<file path="config.mk">
export PLATFORM = sky130hd
export DESIGN_NAME = spi_ctrl_flat
export DESIGN_NICKNAME = d
export VERILOG_FILES = /design/src/rtl/spi_pkg.sv /design/src/rtl/spi_ctrl_if.sv /design/src/rtl/spi_ctrl_tick.sv /design/src/rtl/spi_ctrl.sv /design/src/flat_wrapper.sv
export SDC_FILE = /design/constraint.sdc
export NUM_CORES = 1
export LEC_CHECK = 0
export ABC_CLOCK_PERIOD_IN_PS = 3000
export BUFFER_PORTS_ARGS = -buffer_cell sky130_fd_sc_hd__buf_2
export CAP_MARGIN = 20
export CORE_UTILIZATION = 55
export DETAILED_ROUTE_END_ITERATION = 10
export GPL_ROUTABILITY_DRIVEN = 0
export PLACE_DENSITY = 0.77
export SKIP_LAST_GASP = 1
export SLEW_MARGIN = 20
export SYNTH_ARGS = -nofsm -noshare
export SYNTH_HDL_FRONTEND = slang
export SYNTH_SLANG_ARGS = --single-unit
</file>
<file path="constraint.sdc">
create_clock -name clk -period 3 [get_ports clk]
set_input_delay 0.75 -clock clk [delete_from_list [all_inputs] [get_ports clk]]
set_output_delay 0.75 -clock clk [all_outputs]
set_load 0.01 [all_outputs]
</file>
<file path="src/rtl/spi_pkg.sv">
// Shared definitions for the SPI controller: state encodings, widths and bus mode.
package spi_pkg;

  localparam int unsigned BYTE_W    = 8;
  localparam int unsigned BIT_IDX_W = 3;
  localparam int unsigned STATE_W   = 3;

  // SPI mode 0: {CPOL, CPHA} = 2'b00, sck idles low, data sampled on the leading edge phase.
  localparam logic [1:0] SPI_MODE = 2'b00;
  localparam logic       SPI_CPOL = SPI_MODE[1];

  localparam logic [STATE_W-1:0] ST_IDLE  = 3'd0;
  localparam logic [STATE_W-1:0] ST_LEAD  = 3'd1;
  localparam logic [STATE_W-1:0] ST_HIGH  = 3'd2;
  localparam logic [STATE_W-1:0] ST_LOW   = 3'd3;
  localparam logic [STATE_W-1:0] ST_NEXT  = 3'd4;
  localparam logic [STATE_W-1:0] ST_TRAIL = 3'd5;
  localparam logic [STATE_W-1:0] ST_GAP   = 3'd6;

  typedef enum logic [STATE_W-1:0] {
    S_IDLE  = ST_IDLE,
    S_LEAD  = ST_LEAD,
    S_HIGH  = ST_HIGH,
    S_LOW   = ST_LOW,
    S_NEXT  = ST_NEXT,
    S_TRAIL = ST_TRAIL,
    S_GAP   = ST_GAP
  } state_e;

endpackage

</file>
<file path="src/rtl/spi_ctrl_if.sv">
// Byte-stream handshake between on-chip logic and the SPI controller.
interface spi_ctrl_if;
  import spi_pkg::*;

  logic              tx_valid;
  logic              tx_ready;
  logic [BYTE_W-1:0] tx_data;
  logic              tx_last;
  logic              rx_valid;
  logic [BYTE_W-1:0] rx_data;

  // Byte producer / response consumer side.
  modport master (
    output tx_valid, tx_data, tx_last,
    input  tx_ready, rx_valid, rx_data
  );

  // Controller side.
  modport slave (
    input  tx_valid, tx_data, tx_last,
    output tx_ready, rx_valid, rx_data
  );

endinterface

</file>
<file path="src/rtl/spi_ctrl_tick.sv">
// Half-bit timer: reloads to TICKS-1 on request, counts down and flags the last cycle.
module spi_ctrl_tick #(
  parameter int unsigned TICKS = 24
) (
  input  logic clk,
  input  logic rst_n,
  input  logic i_load,
  output logic o_done_c
);

  localparam int unsigned CNT_W = $clog2(TICKS);

  logic [CNT_W-1:0] r_cnt;

  // Down-counter; holds at zero until the next reload.
  always_ff @(posedge clk or negedge rst_n) begin
    if (!rst_n) begin
      r_cnt <= '0;
    end else if (i_load) begin
      r_cnt <= CNT_W'(TICKS - 1);
    end else if (r_cnt != '0) begin
      r_cnt <= r_cnt - CNT_W'(1);
    end
  end

  assign o_done_c = (r_cnt == '0);

endmodule

</file>
<file path="src/rtl/spi_ctrl.sv">
// SPI mode-0 initiator: turns a byte handshake into sck/csn/sdo and returns the sdi byte.
module spi_ctrl
  import spi_pkg::*;
#(
  parameter int unsigned TICKS_PER_HALF_BIT = 24
) (
  input  logic       clk,
  input  logic       rst_n,
  spi_ctrl_if.slave  bus,
  output logic       o_spi_sck,
  output logic       o_spi_csn,
  output logic       o_spi_sdo,
  input  logic       i_spi_sdi
);

  state_e               r_state;
  logic [BYTE_W-1:0]    r_tx_sr;
  logic [BYTE_W-1:0]    r_rx_sr;
  logic [BIT_IDX_W-1:0] r_bit_idx;
  logic                 r_last;
  logic [BYTE_W-1:0]    r_rx_data;
  logic                 r_rx_valid;
  logic                 r_sck;
  logic                 r_csn;
  logic                 r_sdo;
  logic                 r_tx_ready;

  state_e               w_state_nxt;
  logic [BYTE_W-1:0]    w_tx_sr_nxt;
  logic [BYTE_W-1:0]    w_rx_sr_nxt;
  logic [BIT_IDX_W-1:0] w_bit_idx_nxt;
  logic                 w_last_nxt;
  logic [BYTE_W-1:0]    w_rx_data_nxt;
  logic                 w_rx_valid_nxt;
  logic                 w_sck_nxt;
  logic                 w_csn_nxt;
  logic                 w_sdo_nxt;
  logic                 w_tx_ready_nxt;

  logic                 w_accept;
  logic                 w_load;
  logic                 w_done;

  assign w_accept = bus.tx_valid && r_tx_ready;
  // Every state entry restarts the half-bit timer.
  assign w_load   = (w_state_nxt != r_state);

  spi_ctrl_tick #(
    .TICKS (TICKS_PER_HALF_BIT)
  ) u_tick (
    .clk      (clk),
    .rst_n    (rst_n),
    .i_load   (w_load),
    .o_done_c (w_done)
  );

  // State, shift registers and registered pin/handshake outputs.
  always_ff @(posedge clk or negedge rst_n) begin
    if (!rst_n) begin
      r_state    <= S_IDLE;
      r_tx_sr    <= '0;
      r_rx_sr    <= '0;
      r_bit_idx  <= '0;
      r_last     <= 1'b0;
      r_rx_data  <= '0;
      r_rx_valid <= 1'b0;
      r_sck      <= SPI_CPOL;
      r_csn      <= 1'b1;
      r_sdo      <= 1'b0;
      r_tx_ready <= 1'b1;
    end else begin
      r_state    <= w_state_nxt;
      r_tx_sr    <= w_tx_sr_nxt;
      r_rx_sr    <= w_rx_sr_nxt;
      r_bit_idx  <= w_bit_idx_nxt;
      r_last     <= w_last_nxt;
      r_rx_data  <= w_rx_data_nxt;
      r_rx_valid <= w_rx_valid_nxt;
      r_sck      <= w_sck_nxt;
      r_csn      <= w_csn_nxt;
      r_sdo      <= w_sdo_nxt;
      r_tx_ready <= w_tx_ready_nxt;
    end
  end

  // Next state and next output values; outputs change only on transitions.
  always_comb begin
    w_state_nxt    = r_state;
    w_tx_sr_nxt    = r_tx_sr;
    w_rx_sr_nxt    = r_rx_sr;
    w_bit_idx_nxt  = r_bit_idx;
    w_last_nxt     = r_last;
    w_rx_data_nxt  = r_rx_data;
    w_rx_valid_nxt = 1'b0;
    w_sck_nxt      = r_sck;
    w_csn_nxt      = r_csn;
    w_sdo_nxt      = r_sdo;
    w_tx_ready_nxt = r_tx_ready;

    case (r_state)
      S_IDLE, S_NEXT: begin
        if (w_accept) begin
          w_state_nxt    = S_LEAD;
          w_tx_sr_nxt    = bus.tx_data;
          w_last_nxt     = bus.tx_last;
          w_bit_idx_nxt  = BIT_IDX_W'(BYTE_W - 1);
          w_csn_nxt      = 1'b0;
          w_sck_nxt      = SPI_CPOL;
          w_sdo_nxt      = bus.tx_data[BYTE_W-1];
          w_tx_ready_nxt = 1'b0;
        end
      end
      S_LEAD: begin
        if (w_done) begin
          w_state_nxt = S_HIGH;
          w_sck_nxt   = ~SPI_CPOL;
        end
      end
      S_HIGH: begin
        if (w_done) begin
          // Sample at the end of the high phase so slow peripherals have the whole phase.
          w_rx_sr_nxt = {r_rx_sr[BYTE_W-2:0], i_spi_sdi};
          w_sck_nxt   = SPI_CPOL;
          if (r_bit_idx != '0) begin
            w_state_nxt   = S_LOW;
            w_bit_idx_nxt = r_bit_idx - BIT_IDX_W'(1);
            w_tx_sr_nxt   = {r_tx_sr[BYTE_W-2:0], 1'b0};
            w_sdo_nxt     = r_tx_sr[BYTE_W-2];
          end else begin
            w_rx_valid_nxt = 1'b1;
            w_rx_data_nxt  = {r_rx_sr[BYTE_W-2:0], i_spi_sdi};
            if (r_last) begin
              w_state_nxt = S_TRAIL;
            end else begin
              w_state_nxt    = S_NEXT;
              w_tx_ready_nxt = 1'b1;
            end
          end
        end
      end
      S_LOW: begin
        if (w_done) begin
          w_state_nxt = S_HIGH;
          w_sck_nxt   = ~SPI_CPOL;
        end
      end
      S_TRAIL: begin
        if (w_done) begin
          w_state_nxt = S_GAP;
          w_csn_nxt   = 1'b1;
          w_sdo_nxt   = 1'b0;
        end
      end
      S_GAP: begin
        if (w_done) begin
          w_state_nxt    = S_IDLE;
          w_tx_ready_nxt = 1'b1;
        end
      end
      default: begin
        w_state_nxt    = S_IDLE;
        w_csn_nxt      = 1'b1;
        w_sck_nxt      = SPI_CPOL;
        w_sdo_nxt      = 1'b0;
        w_tx_ready_nxt = 1'b1;
      end
    endcase
  end

  assign bus.tx_ready = r_tx_ready;
  assign bus.rx_valid = r_rx_valid;
  assign bus.rx_data  = r_rx_data;
  assign o_spi_sck    = r_sck;
  assign o_spi_csn    = r_csn;
  assign o_spi_sdo    = r_sdo;

endmodule

</file>
<file path="src/flat_wrapper.sv">
// flat-port wrapper written by rule: the top's interface ports become plain ports
module spi_ctrl_flat import spi_pkg::*;
#(
  parameter int unsigned TICKS_PER_HALF_BIT = 24
)
  (clk, rst_n, o_spi_sck, o_spi_csn, o_spi_sdo, i_spi_sdi, bus_tx_valid, bus_tx_data, bus_tx_last, bus_tx_ready, bus_rx_valid, bus_rx_data);
  spi_ctrl_if bus_i ();
  input  logic clk;
  input  logic rst_n;
  output logic o_spi_sck;
  output logic o_spi_csn;
  output logic o_spi_sdo;
  input  logic i_spi_sdi;
  input wire logic [$bits(bus_i.tx_valid)-1:0] bus_tx_valid;
  input wire logic [$bits(bus_i.tx_data)-1:0] bus_tx_data;
  input wire logic [$bits(bus_i.tx_last)-1:0] bus_tx_last;
  output wire logic [$bits(bus_i.tx_ready)-1:0] bus_tx_ready;
  output wire logic [$bits(bus_i.rx_valid)-1:0] bus_rx_valid;
  output wire logic [$bits(bus_i.rx_data)-1:0] bus_rx_data;
  assign bus_i.tx_valid = bus_tx_valid;
  assign bus_i.tx_data = bus_tx_data;
  assign bus_i.tx_last = bus_tx_last;
  assign bus_tx_ready = bus_i.tx_ready;
  assign bus_rx_valid = bus_i.rx_valid;
  assign bus_rx_data = bus_i.rx_data;
  spi_ctrl #(.TICKS_PER_HALF_BIT(TICKS_PER_HALF_BIT)) u_core (.clk(clk), .rst_n(rst_n), .bus(bus_i), .o_spi_sck(o_spi_sck), .o_spi_csn(o_spi_csn), .o_spi_sdo(o_spi_sdo), .i_spi_sdi(i_spi_sdi));
endmodule
</file>
Word-level counts from Yosys, hierarchy flattened
Index checks and enable logic that the tools add are counted.
{"block": "word_totals", "output_inout_bits": 13, "latch_bits": 0, "input_bits": 13, "ff_bits": 39, "mem_count": 0, "ramBits": 0, "mem_bits_ro": 0}
{"block": "classes", "mul": 0, "reduce_logical": 21, "bitwise_logic": 5, "order_cmp": 0, "div_mod_pow": 0, "n_mux": 34, "eq_ne": 15, "n_addsub": 2, "shifts": 0}
{"op": "$mux 3", "count": 9}
{"op": "$mux 7", "count": 3}
{"op": "$pmux 3 s5", "count": 1}
{"op": "$pmux 7 s2", "count": 1}
{"op": "$mux 1", "count": 13}
{"op": "$pmux 1 s4", "count": 3}
{"op": "$mux 5", "count": 2}
{"op": "$ne 2x2->1 const B", "count": 5}
{"op": "$eq 3x3->1 const B", "count": 3}
{"op": "$reduce_and 4->1", "count": 2}
{"op": "$eq 3x2->1 const B", "count": 2}
{"op": "$ne 2x1->1 const B", "count": 3}
{"op": "$pmux 3 s2", "count": 1}
{"op": "$reduce_and 3->1", "count": 2}
{"op": "$reduce_and 6->1", "count": 1}
{"op": "$reduce_or 2->1", "count": 3}
{"op": "$reduce_or 3->1", "count": 2}
{"op": "$logic_not 5->1", "count": 1}
{"op": "$not 1->1", "count": 5}
{"op": "$reduce_and 5->1", "count": 1}
{"op": "$reduce_bool 5->1", "count": 1}
{"op": "$sub 5x1->5 const B", "count": 1}
{"op": "$reduce_and 2->1", "count": 2}
{"op": "$reduce_bool 2->1", "count": 2}
{"op": "8 further kinds", "count": 8}

Depth between registers and ports, before layout
Gate-level depths: netlist (run 1).
{"block": "depth", "ltp_word": 6, "mapped_depth": 9}

Cells and area by module
From an unflattened synthesis (run 1), not the netlist that was laid out.
{"block": "hier_totals", "cells_unflattened": 158, "hier_area_um2": 1945.6}
{"mod": "spi_ctrl", "cells_each": 134, "n_inst": 1, "seq_area_each_um2": 853.3, "area_per_inst_um2": 1684.1}
{"mod": "spi_ctrl_tick", "cells_each": 24, "n_inst": 1, "seq_area_each_um2": 125.1, "area_per_inst_um2": 261.5}

Worst setup path before layout (run 1)
Ideal clock, no wire load.
{"block": "synth_timing", "kind": "reg-to-reg", "from": "register u_core.u_tick.r_cnt[0]", "to": "register u_core.r_rx_data[0] (netlist: u_core.bus.rx_data[0])", "slack_ns": 0.563, "path_buffers": 3, "path_stages_with_launch": 10, "arrival_ns": 2.312, "cell_sequence": "dfrtp_1 -> inv_1 -> ha_1 -> or4b_1 -> buf_2 -> or3_1 -> buf_6 -> or2_1 -> buf_6 -> mux2_4"}
{"block": "synth_between", "elab_chain_cells": 2}
{"element": "start: declaration", "line_no": "spi_ctrl_tick.sv:13", "rtl": "logic [CNT_W-1:0] r_cnt;"}
{"element": "start signal: assignment", "line_no": "spi_ctrl_tick.sv:20", "rtl": "r_cnt <= CNT_W'(TICKS - 1);"}
{"element": "start signal: assignment", "line_no": "spi_ctrl_tick.sv:22", "rtl": "r_cnt <= r_cnt - CNT_W'(1);"}
{"element": "$logic_not 5->1", "line_no": "spi_ctrl_tick.sv:26", "rtl": "assign o_done_c = (r_cnt == '0);"}
{"element": "$reduce_and 3->1 (no line)"}
{"element": "end signal: assignment", "line_no": "spi_ctrl.sv:77", "rtl": "r_rx_data <= w_rx_data_nxt;"}
{"element": "end: declaration", "line_no": "spi_ctrl.sv:21", "rtl": "logic [BYTE_W-1:0] r_rx_data;"}
No other way between the ends.
A chain may end at the register's enable or synchronous reset.

Worst setup path after layout (run 1)
{"block": "layout_timing", "from": "register u_core.u_tick.r_cnt[0]", "to": "register u_core.r_rx_data[7] (netlist: u_core.bus.rx_data[7])"}
The elaborated chain is that of the path after synthesis.

==> results.yml, run 1 <==
pwr:
  ir_worst_vdd_uv: 422
  powerDensity_nw_per_um2: 462
  power.leakage_nw: 1.09
  pwr-share-clk: 0.440
  seqPwrFrac: 0.539
  p_sw_mw: 0.185
  swShare: 0.189
  internal-power_mw: 0.794
  combPwrFrac: 0.020
worst_setup_path:
  critical_path.endpoint: "u_core.bus.rx_data[7]"
  path_buf_inv: 1
  max_stage_delay_ns: 0.61
  cp.arrival_ns: 2.83
  path_cells: "inv_1 -> ha_1 -> or4b_1 -> or3_1 -> or2_1 -> mux2_4"
  r2r_slack_ns: 0.41
  r2r-start: "u_core.u_tick.r_cnt[0]"
  crit_path_start: "u_core.u_tick.r_cnt[0]"
  worst-setup-path-type: "flip-flop to flip-flop"
  cp.depth: 6
  cp-end-kind: "flip-flop"
  path_delay_family: "simple AND/OR/NAND/NOR gates"
  rr_worst_depth: 6
  slowest_stage: "or4b_1"
  worstReg2RegEnd: "u_core.bus.rx_data[7]"
  critPathLaunchType: "flip-flop"
  cp.required_ns: 3.24
  crit_path_max_fanout: 10
clock_network:
  postCtsHoldBufs: 0
  cts_resized: 0
  root_buffer: "clkbuf_4"
  post_cts_buffers: 0
  clk_latency_ns: 0.34
  path_clk_slew_ns: 0.11
  clk_path_buf_depth: 2
  h-tree-depth: 2
  numCtsBuffers: 5
  clkSinkCount: 39
  tritoncts: "done"
outcome:
  status: "finished, final reports clean"
route:
  route.met3.wl_um: 149
  drtPass1Iterations: 4
  vias_per_cell: 5.64
  maxUsedRoutingLayer: "met4"
  drc: 0
  met1Wirelength_um: 1540
  routed_wl_um: 3390
  ant_nets: 0
  drtIter0Drc: 76
  vias: 1308
  post_drt_wl_per_cell_um: 14.6
  wl_met2_um: 1660
global_route:
  grt_pass1_vias: 1265
  gr-total-overflow: 0
  grt_usage: 0.218
  grt_pass1_wl_um: 5690
  antenna_found_initial: 0
  grt_max_degree: 40
die:
  die_h_um: 60.1
  die_x_um: 60.1
  core_area_um2: 3130
  rows: 20
  ios: 26
  die_area_um2: 3610
  initial_utilization: 0.594
yosys:
  seq_area_frac_synth: 0.527
  synth_nets: 176
  synth.most_common_cell: "dfrtp_1"
  synth-main-ff-cell: "dfrtp_1"
  ys_ff_latch: 39
  syn_inst: 159
  ys_async_sr_fraction: 1.00
  yosys.area.top_type: "dfrtp_1"
  avgSynthCellArea_um2: 11.7
  synth_common_cells: "37 x dfrtp_1, 10 x a21oi_1, 10 x mux2_2, 9 x or3_1"
  synth_edf_count: 0
  synth_top_area_share: 0.499
  yosys_warnings: 0
  synthesis.area_um2: 1860
  ys_types: 36
  ys_top_cells_by_area: "dfrtp_1 50%, mux2_4 6.5%, mux2_2 6.1%, o221a_2 3.6%, or3_1 3.0%"
timing:
  final-setup-viol-count: 0
  rsz0062_at_grt: "no"
  fin_skew_ns: 0.00404
  fmax_ghz: 0.386
  setup_tns_ns: 0
  fin_crit_sh: 0.863
  hold_viol_final: 0
  tightestPinTransition_ns: 0.836
  fin_crit_ns: 2.59
  slew_headroom: 0.443
  drv_slew: 0
final_layout:
  fill_cells: 239
  nets: 204
  drive_above_1_share: 0.335
  area_delta_synth_final_pct: 14.1
  final_area_um2: 2120
  num_antenna_cells: 0
  post-route-util: 0.677
run:
  drv_cap: 0
place:
  portBuffers: 25
  place_hpwl_um: 2380
  placed_cell_area_um2: 2020
hold_path:
  hp-class: "flip-flop to flip-flop"
[placed cells by master, fill, tap and decap left out]
master,count
nor3b_1,1
o32ai_1,1
bufinv_16,2
a221oi_1,2
nand2_1,8
and2b_1,1
nor2b_1,3
or4b_1,1
ha_1,4
xnor2_1,1
a2bb2oi_1,1
mux2_2,10
dfrtp_1,37
nor4b_2,1
or3_1,9
a31oi_1,1
nand3b_1,2
o31ai_1,1
nand2b_1,6
o221a_2,6
o22a_1,1
clkbuf_4,5
nand3_1,2
and3b_1,1
or2_1,1
inv_1,8
or3b_2,1
mux2_4,8
buf_2,25
nor2_1,7
dfstp_2,2
o21ai_0,8
clkbuf_1,1
buf_4,3
a21oi_1,10
a21o_1,1
nor3_1,3
o22ai_1,3
[cells by family (layout without fill, tap and decap cells)]
logic type               count (synthesis)  after routing  synth area share
adder cells (fa/ha/maj)                  4              4            0.0270
flip-flops                              39             39             0.527
AND/OR/NAND/NOR                         47             47             0.147
XOR/XNOR                                 1              1           0.00472
AO/OA/AOI/OAI                           35             35             0.130
multiplexers                            18             18             0.125
buffers and inverters                   15             44            0.0391
[registers in the layout, summed over array words and instances, names as in the netlist]
register / flops
u_core.r_last: 1
u_core.r_bit_idx: 3
u_core.o_spi_csn: 1
u_core.r_state: 3
u_core.bus.tx_ready: 1
u_core.r_rx_sr: 7
u_core.u_tick.r_cnt: 5
u_core.o_spi_sdo: 1
u_core.bus.rx_valid: 1
u_core.r_tx_sr: 7
u_core.o_spi_sck: 1
u_core.bus.rx_data: 8
[through the flow]
stage / hold WS (ns) / instances / setup slack, ns / total power, mW
2_1_floorplan: 0.454 / 159 / 0.563 / 0.540
3_3_place_gp: 0.460 / 224 / 0.519 / 0.558
3_5_place_dp: 0.473 / 224 / 0.422 / 0.559
4_1_cts: 0.489 / 232 / 0.406 / 0.987
5_1_grt: 0.521 / 232 / 0.286 / 1.02
6_report: 0.486 / 232 / 0.412 / 0.979
[area by class of cell]
| type | count | area (um^2) | share of cell area |
|---|---|---|---|
| Clock inverter | 2 | 60.1 | 0.0284 |
| Sequential cell | 39 | 978 | 0.462 |
| Multi-Input combinational cell | 105 | 806 | 0.380 |
| Timing Repair Buffer | 28 | 148 | 0.0697 |
| Tap cell | 44 | 55.1 | 0.0260 |
| Inverter | 8 | 30.0 | 0.0142 |
| Clock buffer | 6 | 41.3 | 0.0195 |
[power groups by stage]
stage          Combinational (mW)  Sequential, mW  Clock (mW)
2_1_floorplan             0.00167           0.538           0
3_3_place_gp               0.0203           0.538           0
3_5_place_dp               0.0209           0.538           0
4_1_cts                    0.0209           0.528       0.438
5_1_grt                    0.0232           0.528       0.464
6_report                   0.0200           0.528       0.431
[layer usage]
metal / track usage / vias up
met4: 0.116 / 0
met5: 0 / -
met3: 0.0606 / 4
met2: 0.334 / 38
met1: 0.277 / 639
li1: - / 627
[worst register-to-register path, stage by stage (launching register included)]
cell     delay [ns]
dfrtp_1        0.41
inv_1          0.11
ha_1           0.20
or4b_1         0.61
or3_1          0.38
or2_1          0.41
mux2_4         0.37
[how the worst min path moves through the flow]
stage | start | to | slack [ns] | depth (start not counted)
6_report | u_core.o_spi_csn | u_core.o_spi_csn | 0.49 | 2
5_1_grt | u_core.o_spi_csn | u_core.o_spi_csn | 0.52 | 2
4_1_cts | u_core.o_spi_csn | u_core.o_spi_csn | 0.49 | 2
3_5_place_dp | u_core.o_spi_csn | u_core.o_spi_csn | 0.47 | 2
3_3_place_gp | u_core.o_spi_csn | u_core.o_spi_csn | 0.46 | 2
2_1_floorplan | rst_n | u_core.bus.rx_data[0] | 0.45 | 0
No activity file was read; power rests on OpenSTA's default activity.
==> run 2: changes to the inputs <==
CORE_ASPECT_RATIO = 0.5   (was default)
CTS_CLUSTER_SIZE = 12   (was default)
PLACE_DENSITY = 0.74   (was 0.77)
==> run 2 against run 1 <==
Compared with the run above:
- the flow now finishes with violations (DRC)
- maximum frequency increased by 8.1%
- final cell count decreased by 1.3%
- combinational power about the same
- critical path depth stayed put
- clock skew rose by 0.0023 ns
- wire length increased by 0.24%
- final area decreased by 0.65%
- power is 9.0% lower
- via count rose by 0.31%
- first-iteration DRC count fell by 16%
- worst setup slack improved by 0.19 ns
- global-route usage hardly changed
==> results.yml, run 2 (synthesized netlist as in run 1, its figures left out) <==
timing:
  fin_crit_sh: 0.798
  slew_headroom: 0.452
  drv_slew: 0
  rsz0062_at_grt: "no"
  hold_viol_final: 0
  final-setup-viol-count: 0
  fin_crit_ns: 2.39
  fin_skew_ns: 0.00631
  setup_tns_ns: 0
  fmax_ghz: 0.418
  tightestPinTransition_ns: 0.822
hold_path:
  hp-class: "flip-flop to flip-flop"
final_layout:
  area_delta_synth_final_pct: 13.3
  nets: 205
  fill_cells: 259
  layout_commonest_cell: "dfrtp_1"
  drive_above_1_share: 0.339
  layout.cells.non_filler: 229
  mostFrequentLayoutCells: "37 x dfrtp_1, 25 x buf_2, 10 x a21oi_1, 10 x mux2_2, 9 x or3_1"
  largest_reg_flops: 8
  num_antenna_cells: 0
  final_area_um2: 2100
clock_network:
  clk_path_buf_depth: 2
  root_buffer: "clkbuf_8"
  postCtsHoldBufs: 0
  post_cts_buffers: 0
  clk_latency_ns: 0.29
  numCtsBuffers: 5
  h-tree-depth: 2
  clkSinkCount: 39
  cts_resized: 0
  tritoncts: "done"
  path_clk_slew_ns: 0.08
place:
  placed_cell_area_um2: 2020
  place_hpwl_um: 2440
  placed_cells: 221
  portBuffers: 25
die:
  initial_utilization: 0.599
  die_area_um2: 3630
  rows: 14
  ios: 26
  core_area_um2: 3100
  die_h_um: 43.1
  die_x_um: 84.2
global_route:
  grt.met2_usage: 0.349
  gr-total-overflow: 0
  met3_usage: 0.0681
  grt_max_degree: 40
  antenna_found_initial: 0
  top_usage_layer: "met2"
  grt_usage: 0.218
  met1_usage: 0.284
  grt_pass1_vias: 1270
  grt_pass1_wl_um: 5850
route:
  drtPass1Iterations: 7
  post_drt_wl_per_cell_um: 14.8
  drc: 4
  vias: 1312
  vias_per_cell: 5.73
  ant_nets: 0
  routed_wl_um: 3400
  drtIter0Drc: 64
run:
  drv_cap: 0
worst_setup_path:
  worst-setup-path-type: "flip-flop to flip-flop"
  critPathLaunchType: "flip-flop"
  path_buf_inv: 1
  max_stage_delay_ns: 0.46
  path_cells: "inv_1 -> ha_1 -> or4b_1 -> or3_1 -> or2_1 -> mux2_4"
  cp-end-kind: "flip-flop"
  crit_path_max_fanout: 9
  cp.arrival_ns: 2.57
  path_delay_family: "simple AND/OR/NAND/NOR gates"
  cp.required_ns: 3.17
  slowest_stage: "or4b_1"
pwr:
  ir_worst_vdd_uv: 298
  power.leakage_nw: 1.09
  finalPower_mw: 0.891
  powerDensity_nw_per_um2: 423
outcome:
  failed_checks: "DRC"
  status: "finished with violations"
==> run 2: cell types whose count changed in the layout (fill, tap and decap cells not counted) <==
cell	change
clkinv_2	+1
clkbuf_4	-5
clkinvlp_4	+1
clkbuf_8	+5
bufinv_16	-2
buf_4	+1
==> run 2: metal layers <==
layer	vias up	wire [um]
met1	646	1670
li1	631	-
met5	-	0
met4	0	32
met2	28	1540
met3	7	154
==> run 2: worst paths after layout <==
path / startpoint / to / slack [ns] / depth (start not counted)
min in group asynchronous: rst_n / u_core.bus.rx_data[3] / 0.55 / 1
max in group asynchronous: rst_n / u_core.r_last / 1.93 / 1
max: u_core.u_tick.r_cnt[0] / u_core.bus.rx_data[6] / 0.61 / 6
min reg2reg: u_core.o_spi_csn / u_core.o_spi_csn / 0.47 / 2
max reg2reg: u_core.u_tick.r_cnt[0] / u_core.bus.rx_data[6] / 0.61 / 6
min: u_core.o_spi_csn / u_core.o_spi_csn / 0.47 / 2
==> run 2: final cells by class <==
type                       count  area [um^2]  area share
sequential                    39          978       0.465
clock inverter                 2         12.5     0.00595
multi-input combinational    105          806       0.383
tap                           40         50.0      0.0238
timing repair buffer          29          155      0.0737
inverter                       8         30.0      0.0143
clock buffer                   6         72.6      0.0345
==> run 2: worst register-to-register path: stages (launching register included) <==
cell and delay, ns:
dfrtp_1 0.40, inv_1 0.10, ha_1 0.19, or4b_1 0.46
or3_1 0.33, or2_1 0.42, mux2_4 0.37
==> run 2: power by group <==
part	leakage, nW	total [mW]	internal [mW]	switching, mW
Sequential	0.519	0.528	0.527	0.000868
Clock	0.0412	0.343	0.162	0.181
Combinational	0.527	0.0200	0.00731	0.0127
Total	1.09	0.891	0.697	0.194
==> run 2: through the flow <==
stage,utilization,setup slack [ns],hold WS (ns)
finish,0.679,0.605,0.466
floorplan,-,0.563,0.454
CTS,0.679,0.591,0.469
global placement,0.651,0.699,0.455
global route,0.679,0.497,0.500
detailed placement,0.651,0.611,0.458
==> run 3: changes to the inputs <==
ABC_CLOCK_PERIOD_IN_PS = 2000   (was 3000)
CORE_UTILIZATION = 51   (was 55)
PLACE_DENSITY = 0.72   (was 0.74)
clock period = 2 ns   (was 3 ns; I/O delays follow)
==> run 3 against run 2 <==
Compared with the run above:
- critical path depth unchanged
- worst setup slack got worse by 0.74 ns
- count of clock-buffer cells in the layout fell by 1
- clock skew is essentially flat
- final area up 11%
- combinational power grew 57%
- the run ends with setup timing left
- critical endpoint is now u_core.bus.rx_data[7]
- flip-flop and latch count stayed put
- power rose by 53%
- maximum frequency is 12% higher
==> results.yml, run 3 (synthesized netlist as in run 1, its figures left out) <==
die:
  initial_utilization: 0.538
  die_area_um2: 3900
  die_h_um: 44.7
  die_x_um: 87.3
  core_area_um2: 3450
  ios: 26
  rows: 15
worst_setup_path:
  slowest_stage: "or4b_4"
  cp.required_ns: 2.19
  rr_worst_depth: 6
  path_delay_family: "simple AND/OR/NAND/NOR gates"
  r2r_slack_ns: -0.13
  crit_path_start: "u_core.u_tick.r_cnt[0]"
  cp.arrival_ns: 2.32
  crit_path_max_fanout: 5
  r2r-start: "u_core.u_tick.r_cnt[0]"
  cp-end-kind: "flip-flop"
  max_stage_delay_ns: 0.45
  worst-setup-path-type: "flip-flop to flip-flop"
  path_buf_inv: 1
  critPathLaunchType: "flip-flop"
  path_cells: "inv_2 -> ha_4 -> or4b_4 -> or3_4 -> or2_4 -> mux2_4"
  worstReg2RegEnd: "u_core.bus.rx_data[7]"
timing:
  fin_crit_sh: 1.07
  fmax_ghz: 0.469
  final-setup-viol-count: 18
  fin_skew_ns: 0.00665
  rsz0062_at_grt: "yes"
  setup_tns_ns: -1.86
  hold_viol_final: 0
  fin_crit_ns: 2.13
  slew_headroom: 0.685
  tightestPinTransition_ns: 0.472
  drv_slew: 0
  fin_ws_ns: -0.132
final_layout:
  area_delta_synth_final_pct: 25.8
  drive_above_1_share: 0.447
  post-route-util: 0.676
  nets: 224
  fill_cells: 273
  layout.cells.non_filler: 259
  largest_reg_flops: 8
  layout_commonest_cell: "dfrtp_1"
  num_antenna_cells: 0
  mostFrequentLayoutCells: "37 x dfrtp_1, 25 x buf_2, 21 x buf_4"
pwr:
  combPwrFrac: 0.023
  finalPower_mw: 1.36
  powerDensity_nw_per_um2: 582
  pwr-share-clk: 0.395
  p_sw_mw: 0.315
  ir_worst_vdd_uv: 335
  seqPwrFrac: 0.582
  power.leakage_nw: 1.20
  swShare: 0.232
  internal-power_mw: 1.04
global_route:
  grt_pass1_wl_um: 5810
  top_usage_layer: "met2"
  grt_max_degree: 40
  antenna_found_initial: 0
  grt_pass1_vias: 1269
  grt_usage: 0.203
  grt.met2_usage: 0.348
  met3_usage: 0.0634
  met1_usage: 0.249
  gr-total-overflow: 0
route:
  drtIter0Drc: 26
  vias_per_cell: 5.32
  ant_nets: 0
  routed_wl_um: 3570
  post_drt_wl_per_cell_um: 13.8
  drtPass1Iterations: 4
  vias: 1379
  drc: 0
clock_network:
  path_clk_slew_ns: 0.08
  h-tree-depth: 2
  postCtsHoldBufs: 0
  clk_path_buf_depth: 2
  root_buffer: "clkbuf_8"
  numCtsBuffers: 5
  clkSinkCount: 39
  clk_latency_ns: 0.30
  tritoncts: "done"
run:
  drv_cap: 0
outcome:
  failed_checks: "setup timing"
  status: "finished with violations"
hold_path:
  hp-class: "input pin to asynchronous set/reset pin"
place:
  place_hpwl_um: 2480
  placed_cells: 247
  portBuffers: 25
==> run 3: cell types whose count changed in the layout (fill, tap and decap cells not counted), moves of 2 or more <==
cell | before | now
o221a_4 | 0 | 2
inv_2 | 0 | 2
or2_4 | 0 | 2
inv_1 | 8 | 6
buf_4 | 4 | 21
o221a_2 | 6 | 4
==> run 3: layout make-up <==
| cell class | instances | area, um^2 | area share |
|---|---|---|---|
| Timing Repair Buffer | 47 | 294 | 0.126 |
| Clock buffer | 5 | 68.8 | 0.0295 |
| Tap cell | 51 | 63.8 | 0.0273 |
| Clock inverter | 3 | 20.0 | 0.00857 |
| Multi-Input combinational cell | 106 | 881 | 0.377 |
| Sequential cell | 39 | 978 | 0.419 |
| Inverter | 8 | 30.0 | 0.0129 |
==> run 3: power by group through the flow <==
| stage | Clock, mW | Sequential, mW | Combinational (mW) |
|---|---|---|---|
| 5_1_grt | 0.583 | 0.792 | 0.0360 |
| 6_report | 0.537 | 0.791 | 0.0315 |
| 4_1_cts | 0.552 | 0.791 | 0.0335 |
| 2_1_floorplan | 0 | 0.807 | 0.00250 |
| 3_3_place_gp | 0 | 0.807 | 0.0324 |
| 3_5_place_dp | 0 | 0.807 | 0.0337 |
==> run 3: per-layer routing <==
metal	vias to the layer above	share of wire	wire [um]
met3	5	0.035	126
met4	0	0.011	40
met5	-	0	0
li1	668	-	-
met1	678	0.48	1730
met2	28	0.47	1670
==> run 3: worst max-delay path by stage <==
stage,end,slack [ns],depth (start not counted)
2_1_floorplan,u_core.bus.rx_data[0],-0.41,9
3_3_place_gp,u_core.bus.rx_data[0],-0.22,6
3_5_place_dp,u_core.bus.rx_data[2],-0.27,6
4_1_cts,u_core.r_tx_sr[1],-0.15,7
5_1_grt,u_core.r_tx_sr[1],-0.18,7
6_report,u_core.bus.rx_data[7],-0.13,6
==> run 3: what timing repair did <==
item / CTS / global route
gates cloned: 1 / 0
resized for setup: 6 / 5
pin swaps: 2 / 3
buffers inserted: 0 / 3
endpoints found under the setup margin: 14 / 23
==> run 3: per-stage QoR <==
step                      setup WS [ns]  area [um^2]  hold slack (ns)
after floorplan                  -0.406         1880            0.204
after global placement           -0.215         2160            0.462
after detailed placement         -0.271         2160            0.474
after CTS                        -0.153         2280            0.258
after global routing             -0.178         2340            0.278
final                            -0.132         2340            0.238
